`src/rtl/ser_deframer.sv`:
```
// Serial link deframer: registers the LSB-first bit stream and its word strobe,
// acquires/tracks word alignment, and emits assembled 8-bit words with lock and error status.
module ser_deframer #(
   parameter int LOCK_COUNT = 4,
   parameter int LOSS_COUNT = 2
) (
   input  logic       fast_clk,
   input  logic       rst_n,
   input  logic       data_in,
   input  logic       sync_in,
   output logic [7:0] word,
   output logic [1:0] r0_i,
   output logic [1:0] r0_q,
   output logic [1:0] r1_i,
   output logic [1:0] r1_q,
   output logic       word_valid,
   output logic       locked,
   output logic [7:0] err_cnt
);

   typedef enum logic [1:0] {
      S_HUNT   = 2'd0,
      S_VERIFY = 2'd1,
      S_LOCKED = 2'd2
   } state_t;

   localparam logic [3:0] LOCK_N = 4'(LOCK_COUNT);
   localparam logic [3:0] LOSS_N = 4'(LOSS_COUNT);

   function automatic logic [7:0] sat_inc(input logic [7:0] v);
      return (v == 8'hFF) ? v : v + 8'd1;
   endfunction

   state_t     state, state_nxt;
   logic       data_r, sync_r;
   logic [2:0] bit_cnt, bit_cnt_nxt;
   logic [3:0] good, good_nxt;
   logic [3:0] bad, bad_nxt;
   logic [7:0] shreg, shreg_nxt;
   logic [7:0] word_nxt, err_nxt;
   logic       valid_nxt;
   logic       slot0, good_bnd, missing, sync_err;

   assign slot0    = (bit_cnt == 3'd0);
   assign good_bnd = sync_r & slot0;
   assign missing  = ~sync_r & slot0;
   // A strobe off the expected slot or an absent one in the slot are both errors.
   assign sync_err = sync_r ^ slot0;

   // Input sampling stage
   always_ff @(posedge fast_clk or negedge rst_n) begin
      if (!rst_n) begin
         data_r <= 1'b0;
         sync_r <= 1'b0;
      end else begin
         data_r <= data_in;
         sync_r <= sync_in;
      end
   end

   // Alignment and assembly stage
   always_comb begin
      state_nxt   = state;
      bit_cnt_nxt = bit_cnt + 3'd1;
      good_nxt    = good;
      bad_nxt     = bad;
      shreg_nxt   = shreg;
      word_nxt    = word;
      err_nxt     = err_cnt;
      valid_nxt   = 1'b0;

      case (state)
         S_HUNT: begin
            bit_cnt_nxt = 3'd0;
            if (sync_r) begin
               shreg_nxt[0] = data_r;
               bit_cnt_nxt  = 3'd1;
               good_nxt     = 4'd1;
               state_nxt    = S_VERIFY;
            end
         end

         S_VERIFY: begin
            shreg_nxt[bit_cnt] = data_r;
            if (good_bnd) begin
               good_nxt = good + 4'd1;
               if (good + 4'd1 == LOCK_N) begin
                  state_nxt = S_LOCKED;
                  bad_nxt   = 4'd0;
               end
            end else if (missing) begin
               state_nxt   = S_HUNT;
               bit_cnt_nxt = 3'd0;
            end else if (sync_r) begin
               shreg_nxt[0] = data_r;
               bit_cnt_nxt  = 3'd1;
               good_nxt     = 4'd1;
            end
         end

         S_LOCKED: begin
            shreg_nxt[bit_cnt] = data_r;
            if (bit_cnt == 3'd7) begin
               word_nxt  = shreg_nxt;
               valid_nxt = 1'b1;
            end
            if (sync_err) begin
               bad_nxt = bad + 4'd1;
               err_nxt = sat_inc(err_cnt);
               if (bad + 4'd1 >= LOSS_N) begin
                  state_nxt   = S_HUNT;
                  bit_cnt_nxt = 3'd0;
               end
            end else if (good_bnd) begin
               bad_nxt = 4'd0;
            end
         end

         default: begin
            state_nxt   = S_HUNT;
            bit_cnt_nxt = 3'd0;
         end
      endcase
   end

   // Output register stage
   always_ff @(posedge fast_clk or negedge rst_n) begin
      if (!rst_n) begin
         state      <= S_HUNT;
         bit_cnt    <= 3'd0;
         good       <= 4'd0;
         bad        <= 4'd0;
         shreg      <= 8'd0;
         word       <= 8'd0;
         err_cnt    <= 8'd0;
         word_valid <= 1'b0;
      end else begin
         state      <= state_nxt;
         bit_cnt    <= bit_cnt_nxt;
         good       <= good_nxt;
         bad        <= bad_nxt;
         shreg      <= shreg_nxt;
         word       <= word_nxt;
         err_cnt    <= err_nxt;
         word_valid <= valid_nxt;
      end
   end

   assign locked = (state == S_LOCKED);
   assign r0_i   = word[7:6];
   assign r0_q   = word[5:4];
   assign r1_i   = word[3:2];
   assign r1_q   = word[1:0];

endmodule
```
`config.mk`:
```
export PLATFORM = sky130hd
export DESIGN_NAME = ser_deframer
export DESIGN_NICKNAME = d
export VERILOG_FILES = /design/src/rtl/ser_deframer.sv
export SDC_FILE = /design/constraint.sdc
export NUM_CORES = 1
export LEC_CHECK = 0
export ABC_AREA = 0
export CAP_MARGIN = 10
export CELL_PAD_IN_SITES_DETAIL_PLACEMENT = 1
export CELL_PAD_IN_SITES_GLOBAL_PLACEMENT = 1
export CORE_ASPECT_RATIO = 1.5
export CORE_MARGIN = 1.5
export CORE_UTILIZATION = 42
export DETAILED_ROUTE_END_ITERATION = 8
export GPL_TIMING_DRIVEN = 0
export HOLD_SLACK_MARGIN = 0.15
export PLACE_DENSITY_LB_ADDON = 0.1
export SLEW_MARGIN = 20
export SYNTH_ARGS = -nofsm -noshare
export SYNTH_HDL_FRONTEND = slang
export SYNTH_SLANG_ARGS = --single-unit
```
`constraint.sdc`:
```
create_clock -name fast_clk -period 3.08 [get_ports fast_clk]
set_input_delay 0.616 -clock fast_clk [delete_from_list [all_inputs] [get_ports fast_clk]]
set_output_delay 0.616 -clock fast_clk [all_outputs]
set_load 0.01 [all_outputs]
```
==> flow_metrics.env <==
export IMPL_setup_viol=0
export IMPL_num_fill_cells=619
export IMPL_htreeDepth=2
export IMPL_post_place_ws_ns=0.576
export IMPL_pwr_share_seq_pct=35.9
export IMPL_sw_frac_of_total_pct=37.5
export IMPL_maxSlewViolCount=0
export IMPL_grt_pass1_wl_um=8410
export IMPL_post_route_period_util_pct=81.3
export IMPL_intPower_mw=1.29
export IMPL_drtIter0Drc=31
export IMPL_ctsResizeCount=0
export IMPL_reg2reg_slack_ns=0.58
export IMPL_grt_usage_pct=18.5
export IMPL_cp_max_fo=9
export IMPL_status="completed"
export IMPL_synth_seq_cells=40
export IMPL_fp_dieH_um=91.9
export IMPL_grt_max_degree=28
export IMPL_placed_cells=316
export IMPL_final_nets=273
export IMPL_synthTopCellsByArea="dfrtp_1 (45%), ha_1 (7.9%), mux2_2 (4.6%), mux2i_1 (4.1%), nand2_1 (3.6%)"
export IMPL_num_vias=1695
export IMPL_synth_seq_area_share_pct=45.2
export IMPL_setup_ws_ns=0.577
export IMPL_r2r_start="bit_cnt[1]$_DFF_PN0_"
export IMPL_die_area_mm2=0.00572
export IMPL_cts_setup_buffers=0
export IMPL_yosysTopAreaCell="dfrtp_1"
export IMPL_cp_required_ns=3.25
export IMPL_clockPowerShare_pct=22.5
export IMPL_p_leak_nw=1.23
export IMPL_clockBufferDepth=2
export IMPL_drv_cap=0
export IMPL_finalHoldViolations=0
export IMPL_drive_gt1_share_pct=15.2
export IMPL_io_buffers=29
export IMPL_worst_ep_arrival_time_ns=2.68
export IMPL_fin_setup_tns_ns=0
export IMPL_cp_start_kind="flip-flop"
export IMPL_rsz0062_at_grt="false"
export IMPL_avgSynthCellArea_um2=10.1
export IMPL_cts_tree="done"
export IMPL_peakVddDrop_uv=438
export IMPL_row_count=32
export IMPL_tightest_slew_ns=0.535
export IMPL_period_minus_slack_ns=2.50
export IMPL_antenna_found_initial=0
export IMPL_fin_skew_ns=0.00423
export IMPL_gp_congestion=0.708
export IMPL_synth_edf_count=0
export IMPL_io_pins=30
export IMPL_ys_flop_type="dfrtp_1"
export IMPL_reg2reg_to="state[1]$_DFFE_PN0P_"
export IMPL_clock_latency_ns=0.29
export IMPL_yosysUniqueCellTypes=42
export IMPL_cts_buffers=5
export IMPL_yosys_area_top_type_share_pct=45.2
export IMPL_start_util_pct=43.2
export IMPL_async_flop_share_pct=100
export IMPL_drc=0
export IMPL_combinationalPowerShare_pct=41.6
export IMPL_vias_per_cell=5.23
export IMPL_final_cell_mix="dfrtp_1 (40), clkdlybuf4s50_1 (28), nand2_1 (21), nor2_1 (19), ha_1 (14)"
export IMPL_n_antenna_cell=0
export IMPL_syn_nets=236
export IMPL_final_cells=324
export IMPL_hold_class="input pin to asynchronous set/reset pin"
export IMPL_syn_to_final_growth_pct=23.4
export IMPL_max_slew_margin_pct=64.1
export IMPL_final_common_cell="dfrtp_1"
export IMPL_syn_instance_count=218
export IMPL_grt_pass1_vias=1805
export IMPL_wire_per_inst_um=14.7
export IMPL_cts_sinks=40
export IMPL_power_switching_mw=0.775
export IMPL_dr_pass1_iters=3
export IMPL_grt_overflow=0
export IMPL_ant_nets=0
export IMPL_core_area_mm2=0.00512
export IMPL_setup_worst_path_class="flip-flop to flip-flop"
export IMPL_synth_warnings=0
export IMPL_cp_end_kind="flip-flop"
export IMPL_worstRegToRegCells=8
export IMPL_root_buffer="clkbuf_8"
export IMPL_utilization_pct=53.2
export IMPL_clock_fmax_mhz=400
export IMPL_routed_wl_um=4780
export IMPL_cellPowerDensity_mw_per_mm2=758
export IMPL_synth_area_mm2=0.00221
export IMPL_clk_pin_slew_worst_paths_ns=0.08
export IMPL_cts_hold_buffers_added=0
export IMPL_die_x_um=62.3
export IMPL_dp_hpwl_um=3570
worst max-delay path, cell delays in order, from the launching register on:
cell,delay (ns)
dfrtp_1,0.49
inv_1,0.15
ha_1,0.15
nor2b_1,0.25
ha_1,0.34
nand4bb_1,0.19
a32oi_1,0.32
o211ai_1,0.17
mux2_1,0.33
worst max path at each step:
stage | start | end | slack (ns) | cells past startpoint
2_1_floorplan | bit_cnt[1]$_DFF_PN0_ | err_cnt[1]$_DFFE_PN0P_ | 0.94 | 7
3_3_place_gp | rst_n | err_cnt[0]$_DFFE_PN0P_ | 0.34 | 1
3_5_place_dp | bit_cnt[1]$_DFF_PN0_ | err_cnt[1]$_DFFE_PN0P_ | 0.58 | 7
4_1_cts | bit_cnt[1]$_DFF_PN0_ | err_cnt[1]$_DFFE_PN0P_ | 0.56 | 7
5_1_grt | bit_cnt[1]$_DFF_PN0_ | bad[2]$_DFFE_PN0P_ | 0.31 | 9
6_report | bit_cnt[1]$_DFF_PN0_ | state[1]$_DFFE_PN0P_ | 0.58 | 8
state kept, by name, indices dropped and copies added, names as in the netlist:
signal / flops
err_cnt: 8
shreg: 8
word: 8
bad: 4
good: 4
bit_cnt: 3
state: 2
data_r: 1
sync_r: 1
word_valid: 1
metal layers:
| metal | vias to the layer above | global-route usage (%) | share of wire [%] |
|---|---|---|---|
| li1 | 825 | - | - |
| met1 | 833 | 20.3 | 41 |
| met2 | 28 | 34.9 | 54 |
| met3 | 9 | 3.19 | 2.6 |
| met4 | 0 | 7.78 | 1.9 |
| met5 | - | 0 | 0 |
final cells by class:
type | instances | area (µm²) | share of cell area (%)
Inverter | 8 | 30.0 | 1.10
Tap cell | 68 | 85.1 | 3.12
Timing Repair Buffer | 30 | 305 | 11.2
Clock inverter | 1 | 30.0 | 1.10
Buffer | 16 | 98.8 | 3.62
Sequential cell | 40 | 1000 | 36.7
Multi-Input combinational cell | 154 | 1080 | 39.7
Clock buffer | 7 | 96.3 | 3.53
cell usage after synthesis, types with 2 or more instances:
cell      instances
a21oi_1          10
buf_2             4
buf_4             9
clkbuf_1          3
dfrtp_1          40
ha_1             14
inv_1             7
mux2_2            9
mux2i_1           9
nand2_1          21
nand2b_1          2
nand2b_2          2
nand3_1           9
nand4_1           4
nor2_1           19
nor2b_1           2
nor3b_1           4
o211ai_1          3
o21ai_0          12
o31ai_1           3
xnor2_1           7
xor2_1            5
cell families after synthesis:
group | synth area share (%)
AND/OR/NAND/NOR | 15.7
buffers and inverters | 5.83
AO/OA/AOI/OAI | 11.4
flip-flops | 45.2
adder cells (fa/ha/maj) | 7.92
multiplexers | 9.16
XOR/XNOR | 4.75
power by group through the flow:
stage	Combinational (mW)	Sequential (mW)	Clock, mW
4_1_cts	0.874	0.745	0.485
6_report	0.861	0.743	0.466
5_1_grt	0.972	0.767	0.505
3_5_place_dp	0.858	0.754	0
3_3_place_gp	0.840	0.744	0
2_1_floorplan	0.616	0.733	0
per-stage QoR:
step	instance area, µm²	total power, mW	hold WS, ns
floorplan	2210	1.35	0.320
finish	2730	2.07	0.220
global route	2730	2.24	0.239
detailed placement	2600	1.61	0.499
global placement	2590	1.58	0.488
CTS	2730	2.10	0.233
No activity file was read; power rests on OpenSTA's default activity.
